[src/rtl/div_unit_pkg.sv]
// Shared definitions for the iterative divider: FSM encodings, flag levels, result bus shape.
// Latency: n/a (declarations only).
// Backpressure: n/a (declarations only).

`define DIV_RESULT_BUS(W) logic [2*(W)-1:0]

package div_unit_pkg;

   // FSM encodings for the divider control
   typedef enum logic [1:0] {
      DivFree   = 2'b00,
      DivByZero = 2'b01,
      DivOn     = 2'b10,
      DivEnd    = 2'b11
   } div_state_t;

   localparam logic DivResultReady    = 1'b1;
   localparam logic DivResultNotReady = 1'b0;
   localparam logic DivStart          = 1'b1;
   localparam logic DivStop           = 1'b0;

endpackage

[src/rtl/div_unit_if.sv]
// Request/result bundle between the execute stage and the divider.
// Latency: n/a (wires only).
// Backpressure: start_i is held by the requester until the result has been consumed.

interface div_unit_if #(parameter int WIDTH = 32);
   logic                 start_i;
   logic                 signed_i;
   logic                 annul_i;
   logic [WIDTH-1:0]     opdata1_i;
   logic [WIDTH-1:0]     opdata2_i;
   `DIV_RESULT_BUS(WIDTH) result_o;
   logic                 ready_o;
   logic                 busy_o;

   modport master (
      output start_i, signed_i, annul_i, opdata1_i, opdata2_i,
      input  result_o, ready_o, busy_o
   );

   modport slave (
      input  start_i, signed_i, annul_i, opdata1_i, opdata2_i,
      output result_o, ready_o, busy_o
   );
endinterface

[src/rtl/div_unit_step.sv]
// One restoring-division iteration: shift the working register left, trial-subtract the divisor.
// Latency: purely combinational.
// Backpressure: none; the caller decides when to register the result.

module div_step #(
   parameter int WIDTH = 32
) (
   input  logic [2*WIDTH:0] i_work,
   input  logic [WIDTH-1:0] i_divisor,
   output logic [2*WIDTH:0] o_work
);
   logic [2*WIDTH:0] w_shift;
   logic [WIDTH:0]   w_diff;

   assign w_shift = i_work << 1;
   assign w_diff  = w_shift[2*WIDTH:WIDTH] - {1'b0, i_divisor};

   // Keep the difference and set the quotient bit when the trial subtract did not go negative
   always_comb begin
      o_work = w_shift;
      if (!w_diff[WIDTH]) begin
         o_work = {w_diff, w_shift[WIDTH-1:1], 1'b1};
      end
   end
endmodule

[src/rtl/div_unit.sv]
// Radix-2 restoring divider (DIV/DIVU) returning {remainder, quotient}; DIV_EARLY_OUT_EN enables the short path when |dividend| < |divisor|.
// Latency: WIDTH+1 cycles from start, 2 cycles for divide-by-zero (and early-out when enabled).
// Backpressure: busy_o stalls upstream while working; result held in END while start_i stays high.

module div_unit
   import div_unit_pkg::*;
#(
   parameter int WIDTH = 32
) (
   input  logic       clk,
   input  logic       rst,
   div_unit_if.slave  bus
);
   localparam int CW = $clog2(WIDTH) + 1;

   div_state_t            r_state;
   div_state_t            w_next_state;
   logic [CW-1:0]         r_cnt;
   logic [2*WIDTH:0]      r_work;
   logic [2*WIDTH:0]      w_step_work;
   logic [WIDTH-1:0]      r_divisor;
   logic                  r_neg_q;
   logic                  r_neg_r;
   `DIV_RESULT_BUS(WIDTH) r_result;
   logic                  r_ready;

   logic                  w_go;
   logic                  w_op1_neg;
   logic                  w_op2_neg;
   logic [WIDTH-1:0]      w_abs1;
   logic [WIDTH-1:0]      w_abs2;
   logic                  w_div_zero;
   logic                  w_early;
   logic                  w_last;
   logic [WIDTH-1:0]      w_quot;
   logic [WIDTH-1:0]      w_rem;
   logic [WIDTH-1:0]      w_quot_fix;
   logic [WIDTH-1:0]      w_rem_fix;

   assign w_go       = (bus.start_i == DivStart) && !bus.annul_i;
   assign w_op1_neg  = bus.signed_i & bus.opdata1_i[WIDTH-1];
   assign w_op2_neg  = bus.signed_i & bus.opdata2_i[WIDTH-1];
   assign w_abs1     = w_op1_neg ? -bus.opdata1_i : bus.opdata1_i;
   assign w_abs2     = w_op2_neg ? -bus.opdata2_i : bus.opdata2_i;
   assign w_div_zero = (bus.opdata2_i == '0);
   assign w_last     = (r_cnt == CW'(WIDTH - 1));

`ifdef DIV_EARLY_OUT_EN
   // Quotient is trivially zero and remainder is the dividend itself
   assign w_early = !w_div_zero && (w_abs1 < w_abs2);
`else
   assign w_early = 1'b0;
`endif

   div_step #(.WIDTH(WIDTH)) u_step (
      .i_work    (r_work),
      .i_divisor (r_divisor),
      .o_work    (w_step_work)
   );

   // Sign fix-up on the final iteration; the most-negative / -1 case wraps naturally
   assign w_quot     = w_step_work[WIDTH-1:0];
   assign w_rem      = w_step_work[2*WIDTH-1:WIDTH];
   assign w_quot_fix = r_neg_q ? -w_quot : w_quot;
   assign w_rem_fix  = r_neg_r ? -w_rem  : w_rem;

   assign bus.result_o = r_result;
   assign bus.ready_o  = r_ready;
   // Stall is combinational so upstream freezes in the same cycle start_i is seen
   assign bus.busy_o   = rst && ((r_state == DivByZero) || (r_state == DivOn) ||
                                 ((r_state == DivFree) && (bus.start_i == DivStart)));

   // State register
   always_ff @(posedge clk or negedge rst) begin
      if (!rst) r_state <= DivFree;
      else      r_state <= w_next_state;
   end

   // Next-state selection; annul always returns to idle without producing a result
   always_comb begin
      w_next_state = r_state;
      case (r_state)
         DivFree: begin
            if (w_go) w_next_state = (w_div_zero || w_early) ? DivByZero : DivOn;
         end
         DivByZero: begin
            w_next_state = bus.annul_i ? DivFree : DivEnd;
         end
         DivOn: begin
            if (bus.annul_i)  w_next_state = DivFree;
            else if (w_last)  w_next_state = DivEnd;
         end
         DivEnd: begin
            if (bus.annul_i || (bus.start_i == DivStop)) w_next_state = DivFree;
         end
         default: w_next_state = DivFree;
      endcase
   end

   // Operand capture, iteration, and registered result/ready
   always_ff @(posedge clk or negedge rst) begin
      if (!rst) begin
         r_cnt     <= '0;
         r_work    <= '0;
         r_divisor <= '0;
         r_neg_q   <= 1'b0;
         r_neg_r   <= 1'b0;
         r_result  <= '0;
         r_ready   <= DivResultNotReady;
      end else begin
         case (r_state)
            DivFree: begin
               r_ready <= DivResultNotReady;
               r_cnt   <= '0;
               if (w_go) begin
                  r_work    <= {{(WIDTH+1){1'b0}}, w_abs1};
                  r_divisor <= w_abs2;
                  r_neg_q   <= w_op1_neg ^ w_op2_neg;
                  r_neg_r   <= w_op1_neg;
                  // Short paths produce their result here: zero, or the untouched dividend
                  r_result  <= w_early ? {bus.opdata1_i, {WIDTH{1'b0}}} : '0;
               end
            end
            DivByZero: begin
               r_ready <= bus.annul_i ? DivResultNotReady : DivResultReady;
            end
            DivOn: begin
               if (bus.annul_i) begin
                  r_ready <= DivResultNotReady;
               end else begin
                  r_work <= w_step_work;
                  r_cnt  <= r_cnt + CW'(1);
                  if (w_last) begin
                     r_result <= {w_rem_fix, w_quot_fix};
                     r_ready  <= DivResultReady;
                  end
               end
            end
            DivEnd: begin
               if (bus.annul_i || (bus.start_i == DivStop)) r_ready <= DivResultNotReady;
            end
            default: r_ready <= DivResultNotReady;
         endcase
      end
   end
endmodule

[src/flat_wrapper.sv]
// flat-port wrapper written by rule: the top's interface ports become plain ports
module div_unit_flat import div_unit_pkg::*;
#(
   parameter int WIDTH = 32
)
  (clk, rst, bus_start_i, bus_signed_i, bus_annul_i, bus_opdata1_i, bus_opdata2_i, bus_result_o, bus_ready_o, bus_busy_o);
  div_unit_if #(.WIDTH(WIDTH)) bus_i ();
  input  logic clk;
  input  logic rst;
  input wire logic [$bits(bus_i.start_i)-1:0] bus_start_i;
  input wire logic [$bits(bus_i.signed_i)-1:0] bus_signed_i;
  input wire logic [$bits(bus_i.annul_i)-1:0] bus_annul_i;
  input wire logic [$bits(bus_i.opdata1_i)-1:0] bus_opdata1_i;
  input wire logic [$bits(bus_i.opdata2_i)-1:0] bus_opdata2_i;
  output wire logic [$bits(bus_i.result_o)-1:0] bus_result_o;
  output wire logic [$bits(bus_i.ready_o)-1:0] bus_ready_o;
  output wire logic [$bits(bus_i.busy_o)-1:0] bus_busy_o;
  assign bus_i.start_i = bus_start_i;
  assign bus_i.signed_i = bus_signed_i;
  assign bus_i.annul_i = bus_annul_i;
  assign bus_i.opdata1_i = bus_opdata1_i;
  assign bus_i.opdata2_i = bus_opdata2_i;
  assign bus_result_o = bus_i.result_o;
  assign bus_ready_o = bus_i.ready_o;
  assign bus_busy_o = bus_i.busy_o;
  div_unit #(.WIDTH(WIDTH)) u_core (.clk(clk), .rst(rst), .bus(bus_i));
endmodule
[config.mk]
export PLATFORM = sky130hd
export DESIGN_NAME = div_unit_flat
export DESIGN_NICKNAME = d
export VERILOG_FILES = /design/src/rtl/div_unit_pkg.sv /design/src/rtl/div_unit_if.sv /design/src/rtl/div_unit_step.sv /design/src/rtl/div_unit.sv /design/src/flat_wrapper.sv
export SDC_FILE = /design/constraint.sdc
export NUM_CORES = 1
export LEC_CHECK = 0
export CAP_MARGIN = 30
export CELL_PAD_IN_SITES_DETAIL_PLACEMENT = 1
export CELL_PAD_IN_SITES_GLOBAL_PLACEMENT = 2
export CORE_ASPECT_RATIO = 1.25
export CORE_MARGIN = 2
export CORE_UTILIZATION = 37
export DETAILED_ROUTE_END_ITERATION = 10
export GPL_ROUTABILITY_DRIVEN = 0
export PLACE_DENSITY = 0.89
export SYNTH_ARGS = -nofsm -noshare
export SYNTH_HDL_FRONTEND = slang
export SYNTH_SLANG_ARGS = --single-unit
[constraint.sdc]
create_clock -name clk -period 6.9 [get_ports clk]
set_input_delay 1.38 -clock clk [delete_from_list [all_inputs] [get_ports clk]]
set_output_delay 1.38 -clock clk [all_outputs]
set_load 0.005 [all_outputs]
Yosys cells after proc, flatten, opt, wreduce, memory -nomap -nowiden --
Cells that the tools add are included.
Storage, ports and cells: output and inout bits 66, register bits after elaboration 171, bits of input ports 69
Operators by class: multiplexer cells 26, eq/ne operators 9, $add $sub $neg 6, bitwise gates (word level) 4, reduce and logical (&&, ||, !) cells 16
Operators with widths (count):
- 64-bit 2-to-1 mux | 6
- 64-bit case mux with 2 select lines | 2
- 32-bit 2-to-1 mux | 4
- 32-bit negation | 4
- 33-bit by 32-bit subtractor with 33-bit output | 1
- 32-bit zero test | 1
- 2-bit 2-to-1 mux | 6
- 6-bit case mux with 2 select lines | 1
- 2-bit case mux with 4 select lines | 1
- 6-bit by 1-bit adder with 6-bit output, second input constant | 1
- 6-bit by 5-bit == test with 1-bit output, second input constant | 1
- 6-bit 2-to-1 mux | 1
- 2-bit by 1-bit != test with 1-bit output, second input constant | 3
- 2-bit AND reduction | 3
- 3-bit AND reduction | 2
- 2-bit == test, second input constant | 2
- 1-bit 2-to-1 mux | 4
- 1-bit case mux with 4 select lines | 1
- 4-bit AND reduction | 1
- 1-bit logical AND | 3
- 1-bit logical OR | 3
- 3-bit by 2-bit != test with 1-bit output, second input constant | 1
- 1-bit AND | 2
- 2-bit by 1-bit == test with 1-bit output, second input constant | 1
- 6 further kinds | 6

Depth between registers and ports, before layout --
Gate-level depths: netlist (run 1).
depth after elaboration 7, gate-level depth with buffers 23, gate-level depth less buffers 20

Modules after synthesis --
Synthesis (run 1) repeated with hierarchy kept, for this count alone.
Second synthesis, totals: cell total of the unflattened synthesis 1479, area, all modules 12160.4 µm²
Modules (own cells, without submodules):
- div_unit | times used 1, area each 9446.6 µm², seq. area each 4304.1 µm², cells an instance 1092
- div_step | times used 1, area each 2713.9 µm², seq. area each 0.0 µm², cells an instance 387

Worst setup path before layout (run 1) --
OpenSTA, ideal clock, no wires.
path kind reg-to-reg, start point register u_core.r_work[31], end point register u_core.r_result, in the netlist u_core.bus.result_o[62], data arrival time 4.501 ns, setup time 0.130 ns, buffers on the path 3, cell stages (with the launch flop) 23, setup slack 2.269 ns, cell sequence dfrtp_1 -> inv_1 -> ha_1 -> inv_1 -> fa_1 -> a211oi_2 -> o211ai_1 -> a211o_1 -> nand4_1 -> and3b_1 -> buf_4 -> nor2_2 -> inv_2 -> clkbuf_1 -> buf_1 -> mux2i_1 -> ha_1 -> nand2_1 -> nor3_1 -> o221ai_2 -> o41ai_2 -> xnor2_1 -> o21ai_1
Between the ends: cells in the longest elaborated chain, start to end 7
Ends and longest elaborated chain:
- start, declared | RTL line div_unit.sv:19 | logic [2*WIDTH:0] r_work;
- start signal, assigned | RTL line div_unit.sv:116 | r_work <= {{(WIDTH+1){1'b0}}, w_abs1};
- start signal, assigned | RTL line div_unit.sv:131 | r_work <= w_step_work;
- 33-bit by 32-bit subtractor with 33-bit output | RTL line div_unit_step.sv:16 | assign w_diff = w_shift[2*WIDTH:WIDTH] - {1'b0, i_divisor};
- 64-bit 2-to-1 mux * | RTL line div_unit_step.sv:21 | if (!w_diff[WIDTH]) begin
- 32-bit negation | RTL line div_unit.sv:65 | assign w_rem_fix = r_neg_r ? -w_rem : w_rem;
- 32-bit 2-to-1 mux * | RTL line div_unit.sv:65
- 64-bit 2-to-1 mux * | RTL line div_unit.sv:133 | if (w_last) begin
- 64-bit 2-to-1 mux * | RTL line div_unit.sv:128 | if (bus.annul_i) begin
- 64-bit case mux with 2 select lines * | RTL line div_unit.sv:111 | case (r_state)
- end signal, assigned | RTL line div_unit.sv:121 | r_result <= w_early ? {bus.opdata1_i, {WIDTH{1'b0}}} : '0;
- end signal, assigned | RTL line div_unit.sv:134 | r_result <= {w_rem_fix, w_quot_fix};
- end, declared | RTL line div_unit.sv:24 | `DIV_RESULT_BUS(WIDTH) r_result;
Mark *: on every way between the ends. The rest lies on a longest branch, timed or not. The select of a mux whose other input is x is not followed. A chain may end at the register's enable or synchronous reset.

Worst setup path after layout (run 1) --
start point register u_core.r_work[31], end point register u_core.r_result, in the netlist u_core.bus.result_o[30]
Between the ends: cells in the longest elaborated chain, start to end 7
Ends and longest elaborated chain:
- 33-bit by 32-bit subtractor with 33-bit output | RTL line div_unit_step.sv:16
- 64-bit 2-to-1 mux | RTL line div_unit_step.sv:21
- 32-bit negation | RTL line div_unit.sv:64 | assign w_quot_fix = r_neg_q ? -w_quot : w_quot;
- 32-bit 2-to-1 mux | RTL line div_unit.sv:64
- 64-bit 2-to-1 mux | RTL line div_unit.sv:133
- 64-bit 2-to-1 mux | RTL line div_unit.sv:128
- 64-bit case mux with 2 select lines | RTL line div_unit.sv:111
No other way between the ends. The select of a mux whose other input is x is not followed.

==> out/metrics.yaml, run 1 <==
status:
  outcome: "finished, final reports clean"
cells_and_area:
  design_area_sq_um: 14500
  diodes: 0
  drive_gt1_share_pct: 5.75
  fill_cells: 3893
  multi_input_comb_area_sq_um: 7280
  stdcell_count: 2035
  layout.nets: 1715
  seq_area_sq_um: 4280
  area_growth_pct: 19.4
floorplanning:
  pin_count: 135
  start_util_pct: 37.3
  die-area_sq_um: 34200
  num_rows: 74
  fp.dieW_um: 166
  core-area_sq_um: 32500
  die_h_um: 206
global_routing:
  grt_max_degree: 98
  antenna_found_initial: 0
  gr-total-overflow: 0
  grt_pass1_vias: 11978
  grt_pass1_wl_um: 62600
  grt_use_total_pct: 22.6
sta:
  finalHoldViolCount: 0
  period_share_pct: 72.8
  grt_setup_unrepaired: "false"
  max-slew-margin-rel_pct: 42.6
  setup_violations: 0
  drv_slew: 0
  worst_pin_slew_ns: 0.859
  timing.fmax_mhz: 199
  tns_ns: 0
  finClkSkew_ns: 0.0139
  min_period_ns: 5.02
clock_network:
  clock-root-buffer: "clkbuf_16"
  clock-sinks: 171
  htreeDepth: 4
  cts_resized: 0
  clk_latency_ns: 0.45
  clk_path_buf_depth: 2
  post-cts-setup-buffers: 0
  postCtsHoldBufs: 0
  cts_tree: "done"
  cts.clk_slew.worst_paths_ns: 0.07
  numCtsBuffers: 17
placement:
  dp.cells: 2001
  place_area_sq_um: 13800
  dp_hpwl_um: 29000
  port-buffer-count: 134
detailed_routing:
  via_per_inst: 5.57
  ant_nets: 0
  routed_wl_um: 38300
  detail_route.wl_per_cell_um: 18.8
  drc: 0
  drt-initial-drc-count: 605
  first_pass_iters: 4
  vias: 11332
setup_path:
  critical_path.max_stage_delay_ns: 0.52
  cp_max_fo: 26
  slowest_stage: "and3b_1"
  arrival_ns: 5.33
  path_cells: "inv_1 > ha_1 > inv_1 > fa_1 > a211oi_2 > o211ai_1 > a211o_1 > nand4_1 > and3b_1 > nor2_4 > inv_2 > buf_4 > ha_1 > nand2_1 > o31ai_1 > and3_1 > and2_1 > nand2_1 > xnor2_1 > o21ai_0"
  worstSetupPathType: "flip-flop to flip-flop"
  crit_family: "simple AND/OR/NAND/NOR gates"
  startpoint_type: "flip-flop"
  required_ns: 7.21
  cp_num_buf_inv: 4
  cp-end-kind: "flip-flop"
power_and_ir_drop:
  power_frac_comb_pct: 64.8
  ir_worst_vdd_uv: 334
  pwr-share-clk_pct: 14.2
  power.net_switching_mw: 3.72
  p_leak_nw: 6.00
  p_int_mw: 3.59
  switching_share_pct: 50.9
  pwr-share-seq_pct: 21.0
  total_power_mw: 7.31
  power.density_nw_per_um2: 506
synthesis:
  ys_seq_elements: 171
  netlist_instances: 1517
  synthTopCellsByArea: "dfrtp_1, o21ai_0, nand2_1"
  synth-main-ff-cell: "dfrtp_1"
  seq_area_frac_synth_pct: 35.3
  synth_cell_types: 84
  syn_area_sq_um: 12100
  synth_area_leader_cell: "dfrtp_1"
  yosys_warnings: 0
  yosys-top-cells-count: "nand2_1, o21ai_0, dfrtp_1, a21oi_1, nor2_1"
  netlist.area_leader.share_pct: 35.3
  syn_avg_cell_area_sq_um: 7.99
  synth_edf_count: 0
  syn-num-nets: 1628
  async_flop_share_pct: 100
  synth.most_common_cell: "nand2_1"
run:
  maxCapViolCount: 0
hold_path:
  hold_path_class: "flip-flop to flip-flop"
## flip-flops by register name, summed over array words and instances, names as in the netlist
register             flops
u_core.r_cnt             6
u_core.bus.ready_o       1
u_core.r_neg_r           1
u_core.r_state           2
u_core.r_work           64
u_core.r_divisor        32
u_core.bus.result_o     64
u_core.r_neg_q           1
## through the flow
| stage | hold WS [ns] | setup WS (ns) | util (%) |
|---|---|---|---|
| 2_1_floorplan | 0.450 | 2.27 | - |
| 3_3_place_gp | 0.461 | 2.13 | 42.3 |
| 3_5_place_dp | 0.473 | 1.94 | 42.4 |
| 4_1_cts | 0.489 | 1.83 | 44.3 |
| 5_1_grt | 0.509 | 1.43 | 44.5 |
| 6_report | 0.481 | 1.88 | 44.5 |
## worst min-delay path, delay by kind of cell (launching register included)
| kind | cells | cell delay [ns] |
|---|---|---|
| compound gates | 1 | 0.06 |
| simple gates | 1 | 0.05 |
| flops | 1 | 0.34 |
## layout by cell type (no fill, tap or decap), types with 10 or more instances in the layout
cell / n
nand3_1: 15
nand2_1: 245
a21oi_1: 116
a31oi_1: 12
nand4_1: 11
or4_1: 14
o31ai_1: 23
inv_1: 63
o21ai_1: 21
o21a_1: 10
and2_1: 10
nor3_1: 37
nor2_1: 96
ha_1: 40
xnor2_1: 82
xor2_1: 50
clkbuf_16: 17
mux2i_1: 27
buf_4: 11
nor2b_1: 12
dfrtp_1: 171
o21ai_0: 212
nor4_1: 14
clkdlybuf4s50_1: 133
or3_1: 11
## power by group through the flow
stage | sequential [mW] | combinational, mW | clock [mW]
2_1_floorplan | 1.46 | 3.49 | 0
3_3_place_gp | 1.55 | 4.58 | 0
3_5_place_dp | 1.55 | 4.70 | 0
4_1_cts | 1.54 | 4.74 | 1.06
5_1_grt | 1.58 | 5.27 | 1.10
6_report | 1.54 | 4.74 | 1.04
## path summary, 6_finish.rpt
kind	start	end	slack (ns)	cells past startpoint
worst max-delay path	u_core.r_work[31]	u_core.bus.result_o[30]	1.88	20
worst max register to register	u_core.r_work[31]	u_core.bus.result_o[30]	1.88	20
max in group asynchronous	rst	u_core.bus.result_o[6]	4.40	4
worst min register to register	u_core.bus.result_o[44]	u_core.bus.result_o[44]	0.48	2
min in group asynchronous	rst	u_core.r_divisor[13]	0.85	1
worst min-delay path	u_core.bus.result_o[44]	u_core.bus.result_o[44]	0.48	2
## per-layer routing
metal  part of all wire, %  track usage [%]  up-vias
li1                      -                -     5497
met5                     0                0        -
met1                    41             25.6     5599
met2                    53             43.0      179
met3                   2.4             2.82       57
met4                   3.8             9.41        0
## cells by family (layout without fill, tap and decap cells)
group | Yosys count | count (layout) | synth area share [%]
and+or+nand+nor | 514 | 514 | 19.8
muxes | 32 | 32 | 2.70
adders and majority gates | 42 | 42 | 4.40
DFF | 171 | 171 | 35.3
xor gates and xnor gates | 132 | 132 | 9.54
buffers and inverters | 146 | 246 | 4.74
AOI/OAI and AO/OA | 480 | 480 | 23.5
## cell type report
type / count / share of cell area [%]
multi-input cells: 1200 / 50.3
clock inverters: 14 / 1.22
flip-flops and latches: 171 / 29.6
repair buffers: 149 / 10.5
clock buffers: 18 / 3.04
well taps: 418 / 3.62
inverters: 65 / 1.69
No activity file was read; power rests on OpenSTA's default activity.
==> run 2, diff against run 1 <==
- CORE_UTILIZATION: 37 -> 34
- PLACE_DENSITY: 0.89 -> 0.83
- clock period: 6.9 -> 5 ns (I/O delays scaled with it)
==> run 2 against run 1 <==
First-iteration DRC count fell by 6.4%. Hold slack got worse by 0.16 ns. Clock skew fell by 0.0049 ns. Worst setup slack got worse by 1.6 ns. Non-clock buffer count rose by 11. Clock power rose by 37%. Utilization fell by 3.2 points. Largest power group unchanged.
==> out/metrics.yaml, run 2 (synthesis results as in run 1) <==
clock_network:
  clock-root-buffer: "clkbuf_16"
  clk_latency_ns: 0.45  # about the same
  htreeDepth: 4  # unchanged
  numCtsBuffers: 17  # unchanged
  clk_path_buf_depth: 2  # unchanged
  cts.clk_slew.worst_paths_ns: 0.08  # about the same
  post-cts-setup-buffers: 0  # unchanged
  cts_tree: "done"
  postCtsHoldBufs: 0  # unchanged
  clock-sinks: 171  # unchanged
sta:
  min_period_ns: 4.70  # -0.319 ns
  period_share_pct: 94.0  # +21 points
  setup_violations: 0  # unchanged
  max-slew-margin-rel_pct: 41.6  # -1.0 points
  tns_ns: 0  # unchanged
  fin_ws_ns: 0.298  # -1.58 ns
  grt_setup_unrepaired: "false"
  finalHoldViolCount: 0  # unchanged
  worst_pin_slew_ns: 0.855  # -0.00466 ns
  finClkSkew_ns: 0.00906  # -0.00489 ns
  timing.fmax_mhz: 213  # +6.8%
  drv_slew: 0  # unchanged
cells_and_area:
  final_common_cell: "nand2_1"
  area_growth_pct: 20.3
  layout.nets: 1726  # +0.64%
  drive_gt1_share_pct: 6.45  # +0.70 points
  mostFrequentLayoutCells: "nand2_1, o21ai_0, dfrtp_1, clkdlybuf4s50_1, a21oi_1"
  diodes: 0  # unchanged
  fill_cells: 4284  # +10%
setup_path:
  cp_max_fo: 11  # -58%
  reg2reg_from: "u_core.r_work[31]"
  rr_endpoint: "u_core.bus.result_o[58]"
  required_ns: 5.32  # -1.89 ns
  worstSetupPathType: "flip-flop to flip-flop"
  cp-end-kind: "flip-flop"
  startpoint_type: "flip-flop"
  reg2reg_depth: 19  # -5.0%
  worst-r2r-setup-slack_ns: 0.30  # -1.58 ns
  critical_path.endpoint: "u_core.bus.result_o[58]"
  arrival_ns: 5.02  # -0.31 ns
  startpoint: "u_core.r_work[31]"
global_routing:
  grt.busiest_layer: "met2"
  gr-total-overflow: 0  # unchanged
  use_met3_pct: 2.46  # -0.36 points
  grt_use_total_pct: 21.5  # -1.2 points
  gr-usage-met2_pct: 40.5  # -2.5 points
  grt_use_met1_pct: 24.8  # -0.76 points
  grt_pass1_wl_um: 64100  # +2.5%
  grt_max_degree: 98  # unchanged
  antenna_found_initial: 0  # unchanged
  grt_pass1_vias: 11825  # -1.3%
placement:
  pre_cts_ws_ns: 0.322  # -1.61 ns
  dp_hpwl_um: 29800  # +2.8%
  port-buffer-count: 134  # unchanged
power_and_ir_drop:
  power_frac_comb_pct: 65.2  # +0.4 points
  power.density_nw_per_um2: 702  # +39%
  power.net_switching_mw: 5.23  # +40%
  ir_worst_vdd_uv: 333  # -0.28%
  p_int_mw: 5.00  # +39%
  pwr-share-clk_pct: 13.9  # -0.3 points
  p_leak_nw: 6.04  # +0.58%
  total_power_mw: 10.2  # +40%
  switching_share_pct: 51.1  # +0.24 points
  pwr-share-seq_pct: 20.9  # about the same
status:
  outcome: "finished, final reports clean"
detailed_routing:
  vias: 11395  # +0.56%
  detail_route.wl_per_cell_um: 18.8  # -0.12%
  routed_wl_um: 39500  # +3.2%
  drc: 0  # unchanged
  drt-initial-drc-count: 566  # -6.4%
  via_per_inst: 5.42  # -2.6%
  first_pass_iters: 4  # unchanged
  ant_nets: 0  # unchanged
floorplanning:
  pin_count: 135  # unchanged
  core-area_sq_um: 35300  # +8.5%
  start_util_pct: 34.4  # -2.9 points
  die_h_um: 215  # +4.2%
  fp.dieW_um: 173  # +4.2%
  num_rows: 77  # +4.1%
  die-area_sq_um: 37200  # +8.6%
run:
  maxCapViolCount: 0  # unchanged
hold_path:
  hold_path_class: "input pin to async pin"
## run 2: changes by cell type in the layout (fill, tap and decap cells not counted), sizes merged
cell	before	now
bufinv	3	2
clkinv	3	4
inv	72	73
buf	16	27
clkinvlp	1	0
## run 2: worst min-delay path by stage
| stage | end | slack [ns] | cells past startpoint |
|---|---|---|---|
| 2_1_floorplan | u_core.r_divisor[10] | 0.45 | 2 |
| 3_3_place_gp | u_core.bus.result_o[40] | 0.46 | 2 |
| 3_5_place_dp | u_core.bus.result_o[39] | 0.47 | 2 |
| 4_1_cts | u_core.r_divisor[9] | 0.31 | 1 |
| 5_1_grt | u_core.r_divisor[9] | 0.30 | 1 |
| 6_report | u_core.r_divisor[9] | 0.32 | 1 |
## run 2: timing repair
action / CTS / global route
endpoints found under the setup margin: 0 / 2
gates resized for setup: 0 / 1
endpoints found under the hold margin: 0 / 0
## run 2: routing by layer
metal,vias up,wire [um]
met4,0,1190
met2,174,21100
met1,5639,16400
met5,-,0
li1,5529,-
met3,53,826
## run 2: power groups by stage
stage          Combinational (mW)  Sequential [mW]  Clock (mW)
6_report                     6.66             2.14        1.42
5_1_grt                      7.36             2.20        1.50
4_1_cts                      6.67             2.14        1.45
3_5_place_dp                 6.62             2.16           0
3_3_place_gp                 6.48             2.15           0
2_1_floorplan                4.82             2.02           0
## run 2: layout make-up
class                      count  area, sq um  share of cell area (%)
clock inverter                14          179                    1.23
sequential                   171         4280                    29.4
tap                          474          593                    4.07
timing repair buffer         160         1560                    10.7
inverter                      65          244                    1.67
clock buffer                  18          439                    3.01
multi-input combinational   1200         7280                    50.0
## run 2: per-stage QoR
step           instance area [sq um]  hold slack, ns  instances  utilization [%]
2_1_floorplan                  12100           0.450       1517                -
3_3_place_gp                   13900           0.463       2069             39.5
3_5_place_dp                   13900           0.470       2069             39.5
4_1_cts                        14500           0.307       2101             41.2
5_1_grt                        14600           0.301       2102             41.3
6_report                       14600           0.320       2102             41.3
## run 2: critical path: stages, from the launching register on
cell and delay, ns:
dfrtp_1 0.43, inv_1 0.10, ha_1 0.16, inv_1 0.05, fa_1 0.44, a211oi_2 0.35, o211ai_1 0.16, a211o_1 0.30
nand4_1 0.12, and3b_1 0.24, nor2_4 0.05, inv_2 0.20, mux2i_1 0.34, ha_2 0.31, nand2_1 0.09, nor3_1 0.30
o221ai_2 0.29, o31ai_1 0.36, xor2_1 0.18, o21ai_0 0.09
